<file path="src/rtl/fpga_io_pkg.sv">
// Shared constants for the board I/O panel: key indices, blank pattern and the
// active-low gfedcba hex segment table.
package fpga_io_pkg;

  localparam logic [6:0] SEG_BLANK = 7'h7F;

  localparam int unsigned KEY_RST    = 0;
  localparam int unsigned KEY_NEXT   = 1;
  localparam int unsigned KEY_PREV   = 2;
  localparam int unsigned KEY_FREEZE = 3;

  function automatic logic [6:0] hex7(input logic [3:0] v);
    logic [6:0] seg;
    case (v)
      4'h0: seg = 7'h40;
      4'h1: seg = 7'h79;
      4'h2: seg = 7'h24;
      4'h3: seg = 7'h30;
      4'h4: seg = 7'h19;
      4'h5: seg = 7'h12;
      4'h6: seg = 7'h02;
      4'h7: seg = 7'h78;
      4'h8: seg = 7'h00;
      4'h9: seg = 7'h10;
      4'hA: seg = 7'h08;
      4'hB: seg = 7'h03;
      4'hC: seg = 7'h46;
      4'hD: seg = 7'h21;
      4'hE: seg = 7'h06;
      default: seg = 7'h0E;
    endcase
    return seg;
  endfunction

endpackage

</file>
<file path="src/rtl/fpga_io_panel_key_debouncer.sv">
// Two-flop synchroniser plus stable-state debouncer for one active-low key.
// press_o pulses for one cycle, in the same cycle the stable state flips to pressed.
module key_debouncer #(
  parameter int unsigned DEBOUNCE_CYCLES = 500000
) (
  input  logic clk_i,
  input  logic rst_i,
  input  logic key_ni,
  output logic pressed_o,
  output logic press_o
);

  localparam int unsigned CNT_W = $clog2(DEBOUNCE_CYCLES);
  localparam logic [CNT_W-1:0] CNT_MAX = CNT_W'(DEBOUNCE_CYCLES - 1);

  logic             sync1_q, sync2_q;
  logic             stable_q, stable_d;
  logic [CNT_W-1:0] cnt_q, cnt_d;
  logic             flip;

  always_comb begin
    stable_d = stable_q;
    cnt_d    = '0;
    flip     = 1'b0;
    if (sync2_q != stable_q) begin
      if (cnt_q == CNT_MAX) begin
        flip     = 1'b1;
        stable_d = sync2_q;
      end else begin
        cnt_d = cnt_q + 1'b1;
      end
    end
  end

  // stable_q is active-low: a flip while it is 1 is a press
  assign press_o   = flip & stable_q;
  assign pressed_o = ~stable_q;

  always_ff @(posedge clk_i or posedge rst_i) begin
    if (rst_i) begin
      sync1_q  <= 1'b1;
      sync2_q  <= 1'b1;
      stable_q <= 1'b1;
      cnt_q    <= '0;
    end else begin
      sync1_q  <= key_ni;
      sync2_q  <= sync1_q;
      stable_q <= stable_d;
      cnt_q    <= cnt_d;
    end
  end

endmodule

</file>
<file path="src/rtl/fpga_io_panel.sv">
// Board I/O front end: key debounce, CPU reset, switch input and paged hex display.
// Define LEADING_ZERO_BLANK_EN to blank digits above the most significant nonzero digit.
module fpga_io_panel
  import fpga_io_pkg::*;
#(
  parameter int unsigned DATA_W          = 16,
  parameter int unsigned N_CH            = 4,
  parameter int unsigned N_DIGITS        = 4,
  parameter int unsigned SW_W            = 10,
  parameter int unsigned DEBOUNCE_CYCLES = 500000
) (
  input  logic                      clk,
  input  logic                      reset,
  input  logic [3:0]                key_n,
  input  logic [SW_W-1:0]           sw,
  input  logic [N_CH*DATA_W-1:0]    ch_data,
  output logic                      cpu_reset,
  output logic [DATA_W-1:0]         cpu_input,
  output logic [SW_W-1:0]           ledr,
  output logic [7*N_DIGITS-1:0]     hex_seg,
  output logic [6:0]                hex_page,
  output logic [$clog2(N_CH)-1:0]   page,
  output logic                      frozen
);

  localparam int unsigned PAGE_W = $clog2(N_CH);
  localparam int unsigned DISP_W = 4 * N_DIGITS;
  localparam logic [PAGE_W-1:0] PAGE_MAX = PAGE_W'(N_CH - 1);

  function automatic logic [7*N_DIGITS-1:0] decode_digits(input logic [DISP_W-1:0] v);
    logic [7*N_DIGITS-1:0] seg;
`ifdef LEADING_ZERO_BLANK_EN
    logic nz;
    nz = 1'b0;
`endif
    seg = '0;
    for (int d = int'(N_DIGITS) - 1; d >= 0; d--) begin
`ifdef LEADING_ZERO_BLANK_EN
      nz = nz | (v[4*d +: 4] != 4'h0);
      seg[7*d +: 7] = (nz || d == 0) ? hex7(v[4*d +: 4]) : SEG_BLANK;
`else
      seg[7*d +: 7] = hex7(v[4*d +: 4]);
`endif
    end
    return seg;
  endfunction

  localparam logic [7*N_DIGITS-1:0] SEG_RST = decode_digits('0);

  logic [3:0] press, pressed;

  for (genvar k = 0; k < 4; k++) begin : g_key
    key_debouncer #(
      .DEBOUNCE_CYCLES(DEBOUNCE_CYCLES)
    ) u_deb (
      .clk_i    (clk),
      .rst_i    (reset),
      .key_ni   (key_n[k]),
      .pressed_o(pressed[k]),
      .press_o  (press[k])
    );
  end

  logic unused_keys;
  assign unused_keys = ^{pressed[3:1], press[KEY_RST]};

  logic [SW_W-1:0]          sw_s1_q, sw_s2_q, sw_q;
  logic                     cpu_reset_q;
  logic [PAGE_W-1:0]        page_q, page_d;
  logic                     frozen_q, frozen_d;
  logic                     reload_q, reload_d;
  logic [DATA_W-1:0]        disp_q, disp_d, sel_ch;
  logic [7*N_DIGITS-1:0]    seg_q, seg_d;
  logic [6:0]               page_seg_q, page_seg_d;

  always_comb begin
    page_d = page_q;
    if (press[KEY_NEXT] && !press[KEY_PREV]) begin
      page_d = (page_q == PAGE_MAX) ? '0 : page_q + 1'b1;
    end else if (press[KEY_PREV] && !press[KEY_NEXT]) begin
      page_d = (page_q == '0) ? PAGE_MAX : page_q - 1'b1;
    end
    frozen_d = frozen_q ^ press[KEY_FREEZE];
    // A page change while frozen refreshes the snapshot once, one cycle later
    reload_d = (page_d != page_q);
    sel_ch   = ch_data[32'(page_q) * DATA_W +: DATA_W];
    disp_d   = (!frozen_q || reload_q) ? sel_ch : disp_q;
    seg_d      = decode_digits(DISP_W'(disp_q));
    page_seg_d = hex7(4'(page_q));
  end

  always_ff @(posedge clk or posedge reset) begin
    if (reset) begin
      sw_s1_q     <= '0;
      sw_s2_q     <= '0;
      sw_q        <= '0;
      cpu_reset_q <= 1'b1;
      page_q      <= '0;
      frozen_q    <= 1'b0;
      reload_q    <= 1'b0;
      disp_q      <= '0;
      seg_q       <= SEG_RST;
      page_seg_q  <= 7'h40;
    end else begin
      sw_s1_q     <= sw;
      sw_s2_q     <= sw_s1_q;
      sw_q        <= sw_s2_q;
      cpu_reset_q <= pressed[KEY_RST];
      page_q      <= page_d;
      frozen_q    <= frozen_d;
      reload_q    <= reload_d;
      disp_q      <= disp_d;
      seg_q       <= seg_d;
      page_seg_q  <= page_seg_d;
    end
  end

  assign cpu_reset = cpu_reset_q;
  assign cpu_input = DATA_W'($signed(sw_q));
  assign ledr      = sw_q;
  assign hex_seg   = seg_q;
  assign hex_page  = page_seg_q;
  assign page      = page_q;
  assign frozen    = frozen_q;

endmodule

</file>
<file path="config.mk">
export PLATFORM = sky130hd
export DESIGN_NAME = fpga_io_panel
export DESIGN_NICKNAME = d
export VERILOG_FILES = /design/src/rtl/fpga_io_pkg.sv /design/src/rtl/fpga_io_panel_key_debouncer.sv /design/src/rtl/fpga_io_panel.sv
export SDC_FILE = /design/constraint.sdc
export NUM_CORES = 1
export LEC_CHECK = 0
export ABC_AREA = 0
export CORE_MARGIN = 2
export CORE_UTILIZATION = 50
export CTS_CLUSTER_DIAMETER = 50
export DETAILED_ROUTE_END_ITERATION = 8
export GPL_ROUTABILITY_DRIVEN = 0
export PLACE_DENSITY = 0.85
export SLEW_MARGIN = 40
export SYNTH_ARGS = -nofsm -noshare
export SYNTH_HDL_FRONTEND = slang
export SYNTH_SLANG_ARGS = --single-unit
export TNS_END_PERCENT = 1
</file>
<file path="constraint.sdc">
create_clock -name clk -period 7.13 [get_ports clk]
set_clock_uncertainty 0.1 [all_clocks]
set_input_delay 1.426 -clock clk [delete_from_list [all_inputs] [get_ports clk]]
set_output_delay 1.426 -clock clk [all_outputs]
set_load 0.02 [all_outputs]
</file>
==> summary by stage, run 1 <==
Placement
The number of placed instances with taps included is between 1000 and 1500. Summed over all nets, the half-perimeter wirelength after detailed placement is 11900 µm. At the placement stage, the worst setup path has a slack of 3.75 ns. In this run the tool buffered the top-level ports with 143 buffer cells.

Synth
Counting flops with a built-in enable in the synthesized netlist gives 0. The cell taking the most area after synthesis is dfrtp_1. Synthesis inferred 172 register bits. The average instance in the mapped netlist occupies 11.3 µm². Among all flip-flop cells after synthesis, the most frequent one is dfrtp_1.

After synthesis, flip-flops and latches occupy approximately 53% of the total area. By area the synthesized netlist is led by dfrtp_1 (47%), dfstp_2 (5.8%), mux4_2 (5.6%). After synthesis, the share of flip-flops with an asynchronous set or reset is 100%.

The number of nets produced by synthesis is 832. In the synthesized netlist, the number of instances is ~700. The top cell type by area accounts for 47.5% of the synthesized area. The count of cell types in the netlist is 50. For this run, the number of Yosys warnings is 0. The total standard cell area after synthesis is 8110 µm².

Status
The flow ran to the end, and the final reports show no timing, DRC or antenna violations.

Floorplan
The floorplan step set the die width to 131 µm. The die covers between 15000 and 20000 µm². The region available for standard cell placement spans 15900 µm². The height of the chip is roughly 130 µm. between 100 and 150 I/O pins were placed. The number of core rows is 46. The initial cell density of the core is slightly above 50%.

Critical path
On the worst path, the slowest cell contributes a delay of 0.72 ns. The most critical setup path has its startpoint at page[1]. The data arrival time of the critical path is around 1.9 ns. The critical path capture point type is an output port. The signal on the critical path passes through clkdlybuf4s50_1. The count of buffer and inverter cells on the critical path is 1.

For the worst setup path, the data required time is 5.60 ns. The kind of cell with the highest combined delay along the critical path is flip-flops. The slowest library cell on the worst path is dfrtp_2.

The kind of start point of the critical path is a register. The worst register-to-register path begins at g_key[1].u_deb.cnt_q[10]. The worst setup path category is register to output port. The largest fanout on the critical path is 23.

Clocking
Hold repair after CTS inserted 0 buffers. The tree built by TritonCTS fans out to 172 sinks. The tree is rooted in a clkbuf_16. Counting along the longest clock path gives a buffer depth of 2.

TritonCTS created 17 clock buffers. Clock latency on the worst-skew pair, taken at its later pin, is between 0.4 and 0.5 ns. The number of gates resized after cts is 0.

The clock slew seen by the registers of the worst setup and hold paths is 0.06 ns. The number of setup buffers added after CTS is 0. The clock tree from TritonCTS is built. The H-tree was split into 4 levels.

Power
The worst-case IR drop observed on VDD is 0.182 mV. Power spread over the standard cell area amounts to 213 nW/µm². The leakage power of the design is ~4.3 nW.

Finish
The fraction of final layout cells with drive strength greater than 1 is 11.4%. The number of diodes is 0. The multi-input combinational cells in the finished layout cover a total of 3460 µm². Relative to the synthesized area, the layout overhead comes to 25.8%. In the final layout, flip-flops and latches occupy ~4300 µm².

The fill cell total of the finished layout is 1219. The non-filler instance count after layout is 1070. The net count reported at finish is ~950.

STA
The least setup slack across all paths after layout is about 3.7 ns. The worst relative slew slack is between 50% and 60%. The total negative slack for setup checks is 0 ns. The worst path needs 3.39 ns of the cycle, external delays included. The final worst hold slack is 0.246 ns.

Derived from the worst setup path, the maximum achievable clock frequency is slightly below 300 MHz. The final worst-path cycle share is a little under half. The max-slew violation count is 0.

The final hold violation count was 0. Setup violations remaining at the end of the flow were counted as 0. The slew at the pin with the worst max-slew slack is 0.703 ns. Setup repair after global routing left no endpoint under its margin.

GRT
Global routing finished with a remaining overflow of 0. The number of global-route vias before repair is 5619. The number of antenna violations at the first check in global routing is 0. The largest net degree at the start of global routing is 119.

The global-route wire length before repair is roughly 28000 µm. Global routing used 20.5% of the available tracks across all layers.

Run
The tool flagged a number of max-cap violations equal to 0.

Routing
The first TritonRoute pass finished after 4 iterations. The count of nets left with antenna violations after detail routing is 0. The count of unresolved DRC violations after routing is 0. The final route contains approximately 5600 vias.

The detailed router's first-iteration violation count is between 400 and 500. In the final routed layout, each cell accounts on average for 15.6 µm. The ratio of routed vias to standard cells is 5.20. For this block, the routed nets add up to 16700 µm of wire.

Worst hold path
The hold path startpoint is sw_s1_q[4]. The min-delay analysis places its worst path in the category register to register.
[registers in the layout, indices dropped and copies added, names as in the netlist, 2 cells and up]
name,count
disp_q,16
hex_page,5
hex_seg,28
sw_s2_q,10
g_key.u_deb.cnt_q,76
g_key.u_deb.sync2_q,4
sw_s1_q,10
ledr,10
g_key.u_deb.stable_q,4
g_key.u_deb.sync1_q,4
page,2
[cells in the final DEF, fill, tap and decap left out, types with 18 or more instances in the layout]
cell             synthesis  layout
dfrtp_1                154     153
dfstp_2                 18      18
clkdlybuf4s50_1          0     143
inv_1                   24      23
ha_1                    32      32
xnor2_1                 42      42
xor2_1                  32      32
nor2_1                 114     114
nand3_1                 27      27
mux4_2                  20      20
nand2_1                 55      55
[layout make-up]
| cell class | count | share of cell area (%) |
|---|---|---|
| Clock buffer | 23 | 4.78 |
| Clock inverter | 9 | 1.08 |
| Inverter | 24 | 1.01 |
| Multi-Input combinational cell | 481 | 33.9 |
| Sequential cell | 172 | 42.4 |
| Tap cell | 216 | 2.65 |
| Timing Repair Buffer | 145 | 14.2 |
[layer usage]
metal	global-route usage, %	routed length [µm]	vias up	part of all wire [%]
li1	-	-	2673	-
met2	35.2	8520	125	51
met3	4.05	581	24	3.5
met4	7.67	347	0	2.1
met5	0	0	-	0
met1	25.9	7280	2740	44
[metrics by stage]
stage	utilization, %	area [µm²]	power (mW)
floorplan	-	8110	1.16
global placement	60.4	9600	1.26
detailed placement	60.5	9600	1.27
CTS	64.2	10200	2.19
global route	64.2	10200	2.25
finish	64.2	10200	2.17
[worst reg2reg max path: stages, from the launching register on]
cell,delay [ns]
dfrtp_1,0.46
or4b_4,0.57
or4b_4,0.52
a311oi_4,0.36
a211oi_2,0.13
a311oi_2,0.26
[logic make-up after synthesis]
logic type,share of synthesized area (%)
and+or+nand+nor,17.3
DFF,53.3
xor gates and xnor gates,7.99
buffers and inverters,4.06
AOI/OAI and AO/OA,3.92
muxes,8.43
adders and majority gates,4.93
other,0.0462
[cell usage after synthesis (2+ instances only)]
library cell,instances
buf_2,2
mux2_2,10
mux2i_1,11
xnor2_1,42
nor4bb_1,2
a21oi_1,2
clkbuf_1,18
nand3_1,27
xor2_1,32
o21a_1,3
ha_1,32
nor3_1,17
o21ai_0,17
and2_1,3
a32o_1,4
dfrtp_1,154
inv_1,24
nand2b_1,5
or3b_2,4
or3_1,6
a31oi_1,3
nand4_1,16
and4_1,7
buf_4,18
nor2_1,114
dfstp_2,18
nor2b_1,5
mux4_2,20
and3_1,8
or4b_4,2
buf_1,4
or2_2,4
nor4_1,7
nand2_1,55
nor4b_1,2
a22o_1,8
[power by group]
| part | internal, mW | switching, mW |
|---|---|---|
| clock network | 0.553 | 0.367 |
| logic | 0.111 | 0.0996 |
| registers | 1.01 | 0.0268 |
| total | 1.68 | 0.493 |
[worst paths after layout]
path | to | slack, ns | cells after the start
worst min-delay path | sw_s2_q[4] | 0.25 | 0
worst max register to register | page[0] | 4.63 | 5
worst max-delay path | page[1] | 3.74 | 1
min in group asynchronous | sw_s2_q[4] | 1.37 | 2
worst min register to register | sw_s2_q[4] | 0.25 | 0
max in group asynchronous | g_key[1].u_deb.cnt_q[16] | 4.43 | 3
No activity file was read; power rests on OpenSTA's default activity.
==> run 2, diff against run 1 <==
Settings changed: CORE_UTILIZATION 50 to 48, PLACE_DENSITY 0.85 to 0.86.
Clock period 7.13 ns to 3.1 ns, I/O delays scaled along.
==> summary by stage, run 2 (synthesis gave the netlist of run 1 again) <==
Power
The combinational share of power is approximately 9.7%. The clock network burns a little over two fifths of the power. Across the VDD grid, the largest voltage drop is 0.401 mV.

The power per standard cell area is between 400 and 500 nW/µm². In this run the power spent charging and discharging nets is 1.19 mW. Internal power comes to 3.79 mW.

The sequential group share of total power is 48.0%. The design draws 4.98 mW. The switching share of power is between 20% and 30%.

In this run the static leakage power is 4.30 nW.

Routing
The via count is 5601. Dividing the detail-routed via count by the number of cells gives 5.20. The final layout contains routed wiring with a total length of 16200 µm. For this block, the initial DRC count from the detailed router was 299. The count of nets left with antenna violations after detail routing is 0. After detailed routing, the number of remaining DRC violations is 0. In the final routed layout, each cell accounts on average for 15.0 µm. The number of optimization iterations in the first detailed-route pass is 4.

Clocking
The number of buffers added by the clock tree synthesis step is 17. The maximum level of the CTS H-tree is 4. The root cell of the clock tree is clkbuf_16.

The clock tree from TritonCTS is built. The later pin in the worst-skew pair is clocked with a latency of 0.43 ns. The number of gates resized after cts is 0.

The clock slew seen by the registers of the worst setup and hold paths is 0.07 ns. The clock passes through at most 2 buffers. The count of clock tree sinks is 172. After clock tree synthesis, the setup repair step added 0 buffers. The total of hold buffers inserted after clock tree synthesis is 0.

Status
The run finished with clean final reports.

Critical path
STA puts the critical path data required time at around 2.4 ns. Setup slack on the worst reg-to-reg path comes out at 0.68 ns. In this run the worst setup path terminates at page[0].

The family of cells with the greatest summed delay on the critical path is buffers and inverters. The data arrival time of the critical path is 1.78 ns. The largest fanout on the critical path is 12. The number of buffers and inverters on the critical path is 1. For this run, the slowest stage of the critical path takes a little over 0.7 ns.

The worst setup path category is register to output port. The critical path starts at page[0]. The reg-to-reg startpoint is g_key[1].u_deb.cnt_q[10].

Among all stages on the critical path, the largest delay is contributed by clkdlybuf4s50_1. In this run the number of cells on the critical path is 1. The worst register-to-register path has a depth of 5. The end of the worst register-to-register path is page[0]. Walking the worst path, the cells encountered are clkdlybuf4s50_1. The kind of start point of the critical path is a register. The critical path capture point type is an output port.

Finish
Leaving out fill and tap cells, the most frequent cell in the layout is dfrtp_1. The register with the highest flop count is g_key.u_deb.cnt_q. The number of antenna diodes in the final layout is 0. The area growth from synthesis to layout is 26.3%.

The post-route netlist has 11.8% of its cells at a drive strength greater than 1. The final design instance area without fill is 10200 µm². In the layout the commonest cells are dfrtp_1 (154), clkdlybuf4s50_1 (143), nor2_1 (114), nand2_1 (55), xnor2_1 (42). The register with the most flip-flops in the layout has 76 of them. The net count of the finished layout is 957.

STA
The top achievable clock speed is about 400 MHz. Setup repair after global routing left no endpoint under its margin. The worst relative slew slack is between 50% and 60%. The slew at the pin with the worst max-slew slack is roughly 0.65 ns.

The worst path uses between 80% and 90% of the clock period. The smallest clock period supported by the final layout is computed as approximately 2.5 ns. Setup violations remaining at the end of the flow were counted as 0. The max-slew violation count is 0.

The final worst hold slack is roughly 0.25 ns. The total negative slack for setup checks is 0 ns. Setup slack closes at 0.602 ns. The final hold violation count is 0.

GRT
The first global-routing pass estimated about 28000 µm of wire. The total global routing overflow is 0. Entering global routing, the biggest net connects about 70 pins. For this run, the total global-route usage over all layers was measured as 19.4%. The number of global-route vias before repair is 5643. The number of antenna violations at the first check in global routing came to 0.

Floorplan
The I/O pin count is between 100 and 150. The die is about 130 µm wide. The floorplan has 47 rows. The initial cell density of the core is 49.1%. The core region is 16500 µm². The height of the chip is 134 µm. The area of the die is 18000 µm².

Run
The count of maximum capacitance violations is 0.

Placement
Once detailed placement completed, the half-perimeter wirelength came to 11600 µm. The setup slack at placement is between 0.7 and 0.8 ns. The total of buffers placed on input and output ports is 143.

Summing all placed instances gives a cell area of between 9000 and 10000 µm².

Worst hold path
In this run the worst hold path is classified as register to register.
[run 2: cell types whose count changed in the layout (fill, tap and decap cells not counted)]
cell,delta
clkbuf_1,-1
clkinv_2,-2
buf_12,+2
inv_6,+2
clkinv_4,+2
clkinvlp_4,+3
dfrtp_1,+1
dfrtp_2,-1
clkinv_8,-1
inv_8,+1
buf_4,+2
clkbuf_8,-4
[run 2: worst min-delay path by stage]
stage	start	endpoint	slack, ns	cells past startpoint
after global placement	sw_s1_q[7]	sw_s2_q[7]	0.23	0
after CTS	sw_s2_q[1]	ledr[1]	0.25	0
after global routing	sw_s1_q[6]	sw_s2_q[6]	0.25	0
final	sw_s2_q[4]	ledr[4]	0.25	0
after floorplan	sw_s2_q[0]	ledr[0]	0.23	0
after detailed placement	sw_s2_q[1]	ledr[1]	0.23	0
[run 2: power groups by stage]
| stage | Clock [mW] | Combinational (mW) | Sequential [mW] |
|---|---|---|---|
| 2_1_floorplan | 0 | 0.215 | 2.46 |
| 3_3_place_gp | 0 | 0.480 | 2.43 |
| 3_5_place_dp | 0 | 0.489 | 2.43 |
| 4_1_cts | 2.15 | 0.492 | 2.39 |
| 5_1_grt | 2.25 | 0.526 | 2.40 |
| 6_report | 2.10 | 0.485 | 2.39 |
[run 2: area by class of cell]
cell class                 instances  area, µm²
clock buffer                      18        429
clock inverter                    14        161
fill                            1244       6280
inverter                          24       93.8
multi-input combinational        481       3460
sequential                       172       4330
tap                              220        275
timing repair buffer             149       1500
[run 2: layer usage]
| layer | track usage (%) | vias up | wire (µm) |
|---|---|---|---|
| met5 | 0 | - | 0 |
| met4 | 7.08 | 0 | 312 |
| met3 | 4.42 | 28 | 722 |
| met2 | 32.6 | 138 | 7990 |
| met1 | 24.8 | 2748 | 7200 |
| li1 | - | 2687 | - |
[run 2: per-stage QoR]
| step | instances | utilization [%] |
|---|---|---|
| after global placement | 1046 | 58.4 |
| after detailed placement | 1046 | 58.4 |
| after CTS | 1078 | 62.0 |
| final | 1078 | 62.0 |
| after global routing | 1078 | 62.0 |
| after floorplan | 720 | - |
